--- src/rtl/ysyx_24080014_mc_ctrl_pkg.sv ---
// Shared definitions for the multi-cycle sequencer: immediate classes, opcodes,
// FSM state encodings and the decoder result bundle.
package ysyx_24080014_mc_ctrl_pkg;

  typedef enum logic [2:0] {
    IMM_R   = 3'b000,
    IMM_I   = 3'b001,
    IMM_S   = 3'b010,
    IMM_U   = 3'b011,
    IMM_B   = 3'b100,
    IMM_J   = 3'b101,
    IMM_ERR = 3'b110
  } imm_type_e;

  localparam logic [6:0] OPC_OP     = 7'b0110011;
  localparam logic [6:0] OPC_OP_IMM = 7'b0010011;
  localparam logic [6:0] OPC_LOAD   = 7'b0000011;
  localparam logic [6:0] OPC_JALR   = 7'b1100111;
  localparam logic [6:0] OPC_SYSTEM = 7'b1110011;
  localparam logic [6:0] OPC_STORE  = 7'b0100011;
  localparam logic [6:0] OPC_LUI    = 7'b0110111;
  localparam logic [6:0] OPC_AUIPC  = 7'b0010111;
  localparam logic [6:0] OPC_BRANCH = 7'b1100011;
  localparam logic [6:0] OPC_JAL    = 7'b1101111;

  localparam logic [31:0] EBREAK = 32'h0010_0073;

  typedef enum logic [2:0] {
    ST_FETCH,
    ST_IWAIT,
    ST_DECODE,
    ST_MEM,
    ST_MWAIT,
    ST_WB,
    ST_STOP
  } state_e;

  typedef struct packed {
    imm_type_e imm_type;
    logic      is_mem;
    logic      is_store;
    logic      no_rf_wr;
  } dec_t;

endpackage

--- src/rtl/ysyx_24080014_mc_ctrl_if.sv ---
// IFU and LSU request/response handshakes seen by the sequencer.
interface ysyx_24080014_mc_ctrl_if;
  logic        ifu_req_valid;
  logic        ifu_req_ready;
  logic        ifu_rsp_valid;
  logic [31:0] ifu_rsp_inst;
  logic        lsu_req_valid;
  logic        lsu_req_we;
  logic        lsu_req_ready;
  logic        lsu_rsp_valid;

  modport master (
    output ifu_req_valid,
    input  ifu_req_ready,
    input  ifu_rsp_valid,
    input  ifu_rsp_inst,
    output lsu_req_valid,
    output lsu_req_we,
    input  lsu_req_ready,
    input  lsu_rsp_valid
  );

  modport slave (
    input  ifu_req_valid,
    output ifu_req_ready,
    output ifu_rsp_valid,
    output ifu_rsp_inst,
    input  lsu_req_valid,
    input  lsu_req_we,
    output lsu_req_ready,
    output lsu_rsp_valid
  );
endinterface

--- src/rtl/ysyx_24080014_opc_dec.sv ---
// Combinational opcode classifier: immediate class plus memory/writeback attributes.
module ysyx_24080014_opc_dec
  import ysyx_24080014_mc_ctrl_pkg::*;
(
  input  logic [6:0] opcode,
  output dec_t       dec
);

  always_comb begin
    dec = '{imm_type: IMM_ERR, is_mem: 1'b0, is_store: 1'b0, no_rf_wr: 1'b0};
    case (opcode)
      OPC_OP:                                 dec.imm_type = IMM_R;
      OPC_OP_IMM, OPC_JALR, OPC_SYSTEM:       dec.imm_type = IMM_I;
      OPC_LOAD: begin
        dec.imm_type = IMM_I;
        dec.is_mem   = 1'b1;
      end
      OPC_STORE: begin
        dec.imm_type = IMM_S;
        dec.is_mem   = 1'b1;
        dec.is_store = 1'b1;
        dec.no_rf_wr = 1'b1;
      end
      OPC_LUI, OPC_AUIPC:                     dec.imm_type = IMM_U;
      OPC_BRANCH: begin
        dec.imm_type = IMM_B;
        dec.no_rf_wr = 1'b1;
      end
      OPC_JAL:                                dec.imm_type = IMM_J;
      default:                                dec.imm_type = IMM_ERR;
    endcase
  end

endmodule

--- src/rtl/ysyx_24080014_mc_ctrl.sv ---
// Multi-cycle core sequencer: fetch, latch, decode, optional LSU access, commit.
module ysyx_24080014_mc_ctrl
  import ysyx_24080014_mc_ctrl_pkg::*;
#(
  parameter logic [31:0] RESET_PC   = 32'h8000_0000,
  parameter logic [7:0]  WAIT_LIMIT = 8'd255
) (
  input  logic                       clk,
  input  logic                       rst,
  ysyx_24080014_mc_ctrl_if.master    bus,
  output logic [31:0]                pc,
  input  logic [31:0]                next_pc,
  output logic [31:0]                inst,
  output logic [2:0]                 imm_type,
  output logic                       pc_we,
  output logic                       rf_we,
  output logic                       halt,
  output logic                       err
);

  state_e      state_reg, state_next;
  logic [31:0] pc_reg, pc_next;
  logic [31:0] inst_reg, inst_next;
  imm_type_e   imm_reg, imm_next;
  logic        halt_reg, halt_next;
  logic        err_reg, err_next;
  logic [7:0]  cnt_reg, cnt_next;
  logic        ifu_req, lsu_req, lsu_we;
  dec_t        dec;

  // The latched instruction is stable from DECODE onward, so one decoder serves every state.
  ysyx_24080014_opc_dec u_opc_dec (
    .opcode (inst_reg[6:0]),
    .dec    (dec)
  );

  always_ff @(posedge clk or posedge rst) begin
    if (rst) begin
      state_reg <= ST_FETCH;
      pc_reg    <= RESET_PC;
      inst_reg  <= 32'h0;
      imm_reg   <= IMM_R;
      halt_reg  <= 1'b0;
      err_reg   <= 1'b0;
      cnt_reg   <= 8'd0;
    end else begin
      state_reg <= state_next;
      pc_reg    <= pc_next;
      inst_reg  <= inst_next;
      imm_reg   <= imm_next;
      halt_reg  <= halt_next;
      err_reg   <= err_next;
      cnt_reg   <= cnt_next;
    end
  end

  always_comb begin
    state_next = state_reg;
    pc_next    = pc_reg;
    inst_next  = inst_reg;
    imm_next   = imm_reg;
    halt_next  = halt_reg;
    err_next   = err_reg;
    ifu_req    = 1'b0;
    lsu_req    = 1'b0;
    lsu_we     = 1'b0;
    pc_we      = 1'b0;
    rf_we      = 1'b0;
    case (state_reg)
      ST_FETCH: begin
        ifu_req = 1'b1;
        if (bus.ifu_req_ready) state_next = ST_IWAIT;
      end
      ST_IWAIT: begin
        if (bus.ifu_rsp_valid) begin
          inst_next  = bus.ifu_rsp_inst;
          state_next = ST_DECODE;
        end else if (cnt_reg == WAIT_LIMIT - 8'd1) begin
          err_next   = 1'b1;
          state_next = ST_STOP;
        end
      end
      ST_DECODE: begin
        imm_next = dec.imm_type;
        if (dec.imm_type == IMM_ERR) begin
          err_next   = 1'b1;
          state_next = ST_STOP;
        end else if (inst_reg == EBREAK) begin
          halt_next  = 1'b1;
          state_next = ST_STOP;
        end else if (dec.is_mem) begin
          state_next = ST_MEM;
        end else begin
          state_next = ST_WB;
        end
      end
      ST_MEM: begin
        lsu_req = 1'b1;
        lsu_we  = dec.is_store;
        if (bus.lsu_req_ready) state_next = ST_MWAIT;
      end
      ST_MWAIT: begin
        if (bus.lsu_rsp_valid) begin
          state_next = ST_WB;
        end else if (cnt_reg == WAIT_LIMIT - 8'd1) begin
          err_next   = 1'b1;
          state_next = ST_STOP;
        end
      end
      ST_WB: begin
        pc_we      = 1'b1;
        rf_we      = ~dec.no_rf_wr;
        pc_next    = next_pc;
        state_next = ST_FETCH;
      end
      ST_STOP: ;
      default: state_next = ST_FETCH;
    endcase
  end

  // Wait counter restarts on any state change and only advances while parked in a wait state.
  always_comb begin
    cnt_next = cnt_reg;
    if (state_next != state_reg)
      cnt_next = 8'd0;
    else if (state_reg == ST_IWAIT || state_reg == ST_MWAIT)
      cnt_next = cnt_reg + 8'd1;
  end

  assign bus.ifu_req_valid = ifu_req;
  assign bus.lsu_req_valid = lsu_req;
  assign bus.lsu_req_we    = lsu_we;
  assign pc                = pc_reg;
  assign inst              = inst_reg;
  assign imm_type          = imm_reg;
  assign halt              = halt_reg;
  assign err               = err_reg;

endmodule

--- src/flat_wrapper.sv ---
// flat-port wrapper written by rule: the top's interface ports become plain ports
module ysyx_24080014_mc_ctrl_flat import ysyx_24080014_mc_ctrl_pkg::*;
#(
  parameter logic [31:0] RESET_PC   = 32'h8000_0000,
  parameter logic [7:0]  WAIT_LIMIT = 8'd255
)
  (clk, rst, pc, next_pc, inst, imm_type, pc_we, rf_we, halt, err, bus_ifu_req_valid, bus_ifu_req_ready, bus_ifu_rsp_valid, bus_ifu_rsp_inst, bus_lsu_req_valid, bus_lsu_req_we, bus_lsu_req_ready, bus_lsu_rsp_valid);
  ysyx_24080014_mc_ctrl_if bus_i ();
  input  logic clk;
  input  logic rst;
  output logic [31:0] pc;
  input  logic [31:0] next_pc;
  output logic [31:0] inst;
  output logic [2:0] imm_type;
  output logic pc_we;
  output logic rf_we;
  output logic halt;
  output logic err;
  output wire logic [$bits(bus_i.ifu_req_valid)-1:0] bus_ifu_req_valid;
  input wire logic [$bits(bus_i.ifu_req_ready)-1:0] bus_ifu_req_ready;
  input wire logic [$bits(bus_i.ifu_rsp_valid)-1:0] bus_ifu_rsp_valid;
  input wire logic [$bits(bus_i.ifu_rsp_inst)-1:0] bus_ifu_rsp_inst;
  output wire logic [$bits(bus_i.lsu_req_valid)-1:0] bus_lsu_req_valid;
  output wire logic [$bits(bus_i.lsu_req_we)-1:0] bus_lsu_req_we;
  input wire logic [$bits(bus_i.lsu_req_ready)-1:0] bus_lsu_req_ready;
  input wire logic [$bits(bus_i.lsu_rsp_valid)-1:0] bus_lsu_rsp_valid;
  assign bus_ifu_req_valid = bus_i.ifu_req_valid;
  assign bus_i.ifu_req_ready = bus_ifu_req_ready;
  assign bus_i.ifu_rsp_valid = bus_ifu_rsp_valid;
  assign bus_i.ifu_rsp_inst = bus_ifu_rsp_inst;
  assign bus_lsu_req_valid = bus_i.lsu_req_valid;
  assign bus_lsu_req_we = bus_i.lsu_req_we;
  assign bus_i.lsu_req_ready = bus_lsu_req_ready;
  assign bus_i.lsu_rsp_valid = bus_lsu_rsp_valid;
  ysyx_24080014_mc_ctrl #(.RESET_PC(RESET_PC), .WAIT_LIMIT(WAIT_LIMIT)) u_core (.clk(clk), .rst(rst), .bus(bus_i), .pc(pc), .next_pc(next_pc), .inst(inst), .imm_type(imm_type), .pc_we(pc_we), .rf_we(rf_we), .halt(halt), .err(err));
endmodule
--- config.mk ---
export PLATFORM = sky130hd
export DESIGN_NAME = ysyx_24080014_mc_ctrl_flat
export DESIGN_NICKNAME = d
export VERILOG_FILES = /design/src/rtl/ysyx_24080014_mc_ctrl_pkg.sv /design/src/rtl/ysyx_24080014_mc_ctrl_if.sv /design/src/rtl/ysyx_24080014_opc_dec.sv /design/src/rtl/ysyx_24080014_mc_ctrl.sv /design/src/flat_wrapper.sv
export SDC_FILE = /design/constraint.sdc
export NUM_CORES = 1
export LEC_CHECK = 0
export ABC_AREA = 1
export BUFFER_PORTS_ARGS = -buffer_cell sky130_fd_sc_hd__buf_4
export CAP_MARGIN = 10
export CORE_ASPECT_RATIO = 0.6
export CORE_MARGIN = 2
export CORE_UTILIZATION = 49
export CTS_CLUSTER_SIZE = 16
export DETAILED_ROUTE_END_ITERATION = 10
export GPL_ROUTABILITY_DRIVEN = 0
export HOLD_SLACK_MARGIN = 0.15
export PLACE_DENSITY = 0.8
export SLEW_MARGIN = 20
export SYNTH_ARGS = -nofsm -noshare
export SYNTH_HDL_FRONTEND = slang
export SYNTH_HIERARCHICAL = 1
export SYNTH_SLANG_ARGS = --single-unit
--- constraint.sdc ---
create_clock -name clk -period 2.92 [get_ports clk]
set_input_delay 0.438 -clock clk [delete_from_list [all_inputs] [get_ports clk]]
set_output_delay 0.438 -clock clk [all_outputs]
set_load 0.005 [all_outputs]
Word level (Yosys, flattened, before mapping)

Index checks and enable logic that the tools add are counted.

Flip-flop bits (word level): 80
Word-level logic and storage cells: 69
Bits of input ports: 70

Multiplexer cells: 25
Reductions and logical operators: 11
Bitwise gates (word level): 2
Eq/ne operators: 23
Add/sub/neg operators: 1

Operator list:

| kind                 | number |
|---|---|
| $pmux 3 s6           | 2 |
| $eq 32x21->1 const B | 1 |
| $eq 7x7->1 const B   | 4 |
| $mux 3               | 8 |
| $eq 7x6->1 const B   | 3 |
| $mux 8               | 2 |
| $eq 7x5->1 const B   | 2 |
| $eq 3x3->1 const B   | 4 |
| $mux 1               | 12 |
| $add 8x1->8 const B  | 1 |
| $eq 8x8->1 const B   | 1 |
| $eq 7x2->1 const B   | 1 |
| $eq 3x2->1 const B   | 2 |
| $reduce_or 2->1      | 3 |
| $ne 2x2->1 const B   | 2 |
| $reduce_and 4->1     | 1 |
| $reduce_or 4->1      | 1 |
| $eq 3x1->1 const B   | 1 |
| $logic_not 3->1      | 1 |
| $ne 3x3->1           | 1 |
| $pmux 1 s3           | 1 |
| $reduce_and 3->1     | 1 |
| $reduce_bool 3->1    | 1 |
| $ne 2x1->1 const B   | 1 |
| 4 further kinds      | 5 |

Longest topological paths before layout

Word-level depth: 9
Depth in mapped cells: 17
Mapped depth without buffers: 17

By module

The synthesis kept the hierarchy.

By module, submodules not included:

| module                | instances | seq. area each (um^2) | cells each | area each (um^2) |
|---|---|---|---|---|
| ysyx_24080014_mc_ctrl | 1         | 2003.2                | 406        | 3572.2 |
| ysyx_24080014_opc_dec | 1         | 0.0                   | 43         | 196.4 |

Worst setup path after synthesis

No wires, ideal clock.

Kind: register to register
Start: register u_core.inst_reg[0] (netlist: u_core/inst[0])
End: register u_core.cnt_reg[3]
Arrival: 1802 ps
Library setup time: 120 ps
Buffers on the path: 0
Required time: 2800 ps
Cell stages (with the launch flop): 17
Slack: 998 ps
Cells stage by stage: dfrtp_1 nand2_1 inv_1 nand2_1 a21oi_1 nor2_2 nand3_1 nand2_1 inv_1 nor3_1 nor2_1 nand2_1 nand2_2 nand2_1 nand2_2 nand3_4 nor2_2

RTL lines:

| item                   | RTL line                    | source |
|---|---|---|
| start, declared        | ysyx_24080014_mc_ctrl.sv:23 | `logic [31:0] inst_reg, inst_next;` |
| start signal, assigned | ysyx_24080014_mc_ctrl.sv:49 | `inst_reg <= inst_next;` |
| end signal, assigned   | ysyx_24080014_mc_ctrl.sv:53 | `cnt_reg <= cnt_next;` |
| end, declared          | ysyx_24080014_mc_ctrl.sv:27 | `logic [7:0] cnt_reg, cnt_next;` |

==> results.md <==
- The run finished with clean final reports.
- Data on the critical path is required at its endpoint by 3.17 ns.
- On the critical path the largest part of the delay comes from simple AND/OR/NAND/NOR gates.
- Setup repair after global routing left no endpoint under its margin.
- Post-CTS repair changed the size of 0 cells.
- The number of rows created at floorplan is 24.
- Summing the areas of all compound-gate instances in the mapped netlist gives about 4.9% of the synthesized area.
- The number of levels in the clock H-tree is 3.
- The adder-cell share of the synthesized area is less than 1%.
- The register area share after synthesis is 53.2%.
- The total power of the final layout is 5260 uW.
- Detailed placement ended at an HPWL of 7300 microns.
- The tree built by TritonCTS fans out to 80 sinks.
- Traced cell by cell, the critical path runs through nand2_1, inv_1, nand2_1, a21oi_1, nor2_2, nand3_1, nand2_1, inv_1, nor3_1, nor2_1, nand2_1, nand3_1, nand2_2, nand3_4, nor2_2.
- The initial antenna violation count is 0.
- Headroom to the max-slew limit came out at 58.4%.
- The total count of max-transition violations in the final report is 0.
- The worst slack on hold paths is a little over 0.3 ns.
- TritonCTS created 9 clock buffers.
- The post-route DRC violation count is 0.
- In this run the deepest clock path goes through 2 buffers.
- The net count of the finished layout is 667.
- Setup violations remaining at the end of the flow were counted as 0.
- The library cell contributing the largest single delay on the critical path is dfrtp_1.
- The cell type contributing the most total cell area after synthesis is dfrtp_1.
- Dividing the final minimum period by the clock period gives 80.6%.
- The worst setup path is launched from a flip-flop.
- The first global-routing pass estimated 15900 microns of wire.
- In this run the worst path has a maximum fanout of 8.
- VDD sags by at most 554 uV.
- By area, the combinational part of the netlist is dominated by simple AND/OR/NAND/NOR gates.
- The number of buffers and inverters on the critical path is 2.
- The setup TNS after final layout is 0 ns.
- The first routing iteration left between 200 and 250 violations.
- The synthesized netlist devotes between 30 and 40% of its cell area to simple gates.
- The number of cells produced by synthesis is 449.
- The via count of the routed design is 3427.
- The number of hold violations in the final report is 0.
- The die covers 0.00843 sq mm.
- The die is 117 microns wide.
- The worst register-to-register path has a setup slack of 0.57 ns.
- The most common cell after layout, fill and taps aside is nand2_1.
- Clock tree synthesis selected as its root buffer the cell clkbuf_16.
- Across the routed clock network, the largest skew measured is around 0.009 ns.
- The slew at the pin closest to its max-slew limit is 0.623 ns.
- The unique cell type count in the Yosys netlist is 36.
- The detail-routed net length per standard cell is 13.9 microns.
- The final wirelength is 9810 microns.
- The classification of the worst-slack hold path is in -> reg.
- The critical path in this run is classified as reg -> reg.
- Counting every net in the synthesized netlist gives 521.
- The core region is 0.00736 sq mm.
- In this design, the stage delay of the slowest critical-path cell is 0.42 ns.
- Relative to the synthesized area, the layout overhead comes to 39.3%.
- The power per cell area is 1000 mW/mm^2.
- The number of top-level pins is 144.
- Global routing used 24.8% of the available tracks across all layers.
- The top cell types in the final layout, fill and taps aside, are 157 x nand2_1, 146 x buf_4, 79 x dfrtp_1.
- After detailed routing, the number of vias per cell comes to 4.87.
- The source-to-sink clock delay at the later pin of the worst-skew pair is 0.33 ns.
- In this run the remaining antenna-violating nets after routing total 0.
- Global routing finished with a remaining overflow of 0.
- The via count of the first global-routing pass is 3291.
- The first detailed-routing pass took 6 iterations.
- Once the floorplan was initialized, standard cells occupied 51.2% of the core.
- The share of layout cells above drive strength 1 is 34.0%.
- The clock tree from TritonCTS is built.
- The pin count of the biggest net entering global routing is 56.
- The highest clock frequency the design can meet is around 420 MHz.
- The number of input and output port buffers inserted is 143.
- The final period demand of the worst path is around 2.4 ns.
- The nature of the critical path endpoint is a flip-flop.
- The tool flagged a number of max-cap violations equal to 0.
- The arrival time reported for the critical path endpoint is 2.61 ns.
- The fill cell instance count of the final layout is just under 600.
- The cell area after technology mapping is approximately 0.0038 sq mm.
- In the post-synthesis netlist, the biggest area contributors are dfrtp_1 52%, nand2_1 16%, nor2_1 5.7%.
- During synthesis, Yosys emitted a total of 6 warnings.
- The analysis attributes to cell leakage a power of 0.00281 uW.
- After synthesis, the share of cell area in mux cells is 2.99%.
- The antenna cell count is 0.
- Synthesis inferred 80 register bits.
- The cell type with the highest occurrence count on the critical path is nand2_1.
- The share of synthesized area in the top cell type comes to about 52%.
- A synthesized cell averages between 8 and 9 sq um.
- The die is slightly above 70 microns tall.
- The share of the synthesized netlist area taken by xor and xnor gates is under 10%.
- The clock-pin transition on the worst setup and hold timing paths is 0.06 ns.
## area by class of cell
type	instances	area [sq um]	share of cell area, %
sequential	80	2000	38.1
multi-input combinational	310	1530	29.2
timing repair buffer	147	1110	21.1
clock buffer	12	246	4.69
inverter	47	178	3.38
tap	104	130	2.48
clock inverter	4	55.1	1.05
## worst register-to-register path, cell delays in order, from the launching register on
cell and delay (ns):
dfrtp_1 0.42, nand2_1 0.17, inv_1 0.08, nand2_1 0.15, a21oi_1 0.07, nor2_2 0.15
nand3_1 0.10, nand2_1 0.07, inv_1 0.05, nor3_1 0.32, nor2_1 0.11, nand2_1 0.11
nand3_1 0.09, nand2_2 0.10, nand3_4 0.16, nor2_2 0.13
## worst paths after layout
check,to,startpoint,cells past startpoint
min in group asynchronous,u_core/pc[6],rst,3
hold / removal,u_core/pc[21],next_pc[21],3
setup / recovery,u_core/cnt_reg[1],u_core/inst[0],15
max in group asynchronous,u_core/pc[31],rst,4
hold reg to reg,u_core/pc[31],u_core/pc[31],2
setup reg to reg,u_core/cnt_reg[1],u_core/inst[0],15
## cell families (layout without fill, tap and decap cells)
kind of cell | after synthesis | in the layout
and+or+nand+nor | 257 | 257
DFF | 80 | 80
buffers and inverters | 59 | 210
AOI/OAI and AO/OA | 34 | 34
muxes | 10 | 10
xor gates and xnor gates | 7 | 7
adders and majority gates | 2 | 2
## what timing repair did
item | CTS | global route
endpoints found under the hold margin | 20 | 0
setup buffers | 0 | 0
endpoints found under the setup margin | 0 | 0
hold buffers | 1 | 0
## power by group
group | internal, uW | leakage, uW | switching, uW | total, uW
Sequential | 1590 | 0.000951 | 361 | 1950
Combinational | 1040 | 0.00172 | 1140 | 2170
Clock | 691 | 0.000143 | 440 | 1130
## metrics by stage
stage	setup slack, ns	instances	cell area [sq um]	utilization, %
floorplan	0.432	449	3770	-
global placement	0.854	687	4940	67.1
detailed placement	0.692	687	4940	67.1
CTS	0.609	704	5250	71.4
global route	0.350	704	5250	71.4
finish	0.566	704	5250	71.4
## Yosys cell counts
cell type,n
nand3b_1,1
a21oi_1,25
nand3_4,2
xor2_1,7
nor3_4,1
nand3_1,8
and2_1,1
buf_4,1
a21oi_2,1
nand2_4,1
nor2_4,2
ha_1,2
mux2_1,3
nand2_2,7
a41o_1,1
dfrtp_1,79
clkbuf_1,5
nand3b_2,1
nor3_1,4
inv_1,41
nand3_2,1
nand4_4,1
nand4_2,1
a21boi_1,1
inv_2,6
o21ai_1,1
and2_0,1
nor2_1,57
buf_2,6
o21bai_1,1
o21ai_0,4
nand3b_4,1
mux2_2,7
dfstp_2,1
nor2_2,10
nand2_1,157
## layer usage
layer / routed length [microns] / global-route usage, % / up-vias / share of wire [%]
met2: 4670 / 37.7 / 137 / 48
li1: - / - / 1665 / -
met5: 0 / 0 / - / 0
met3: 734 / 8.44 / 16 / 7.5
met4: 126 / 7.58 / 0 / 1.3
met1: 4280 / 34.0 / 1609 / 44
No activity file was read; power rests on OpenSTA's default activity.
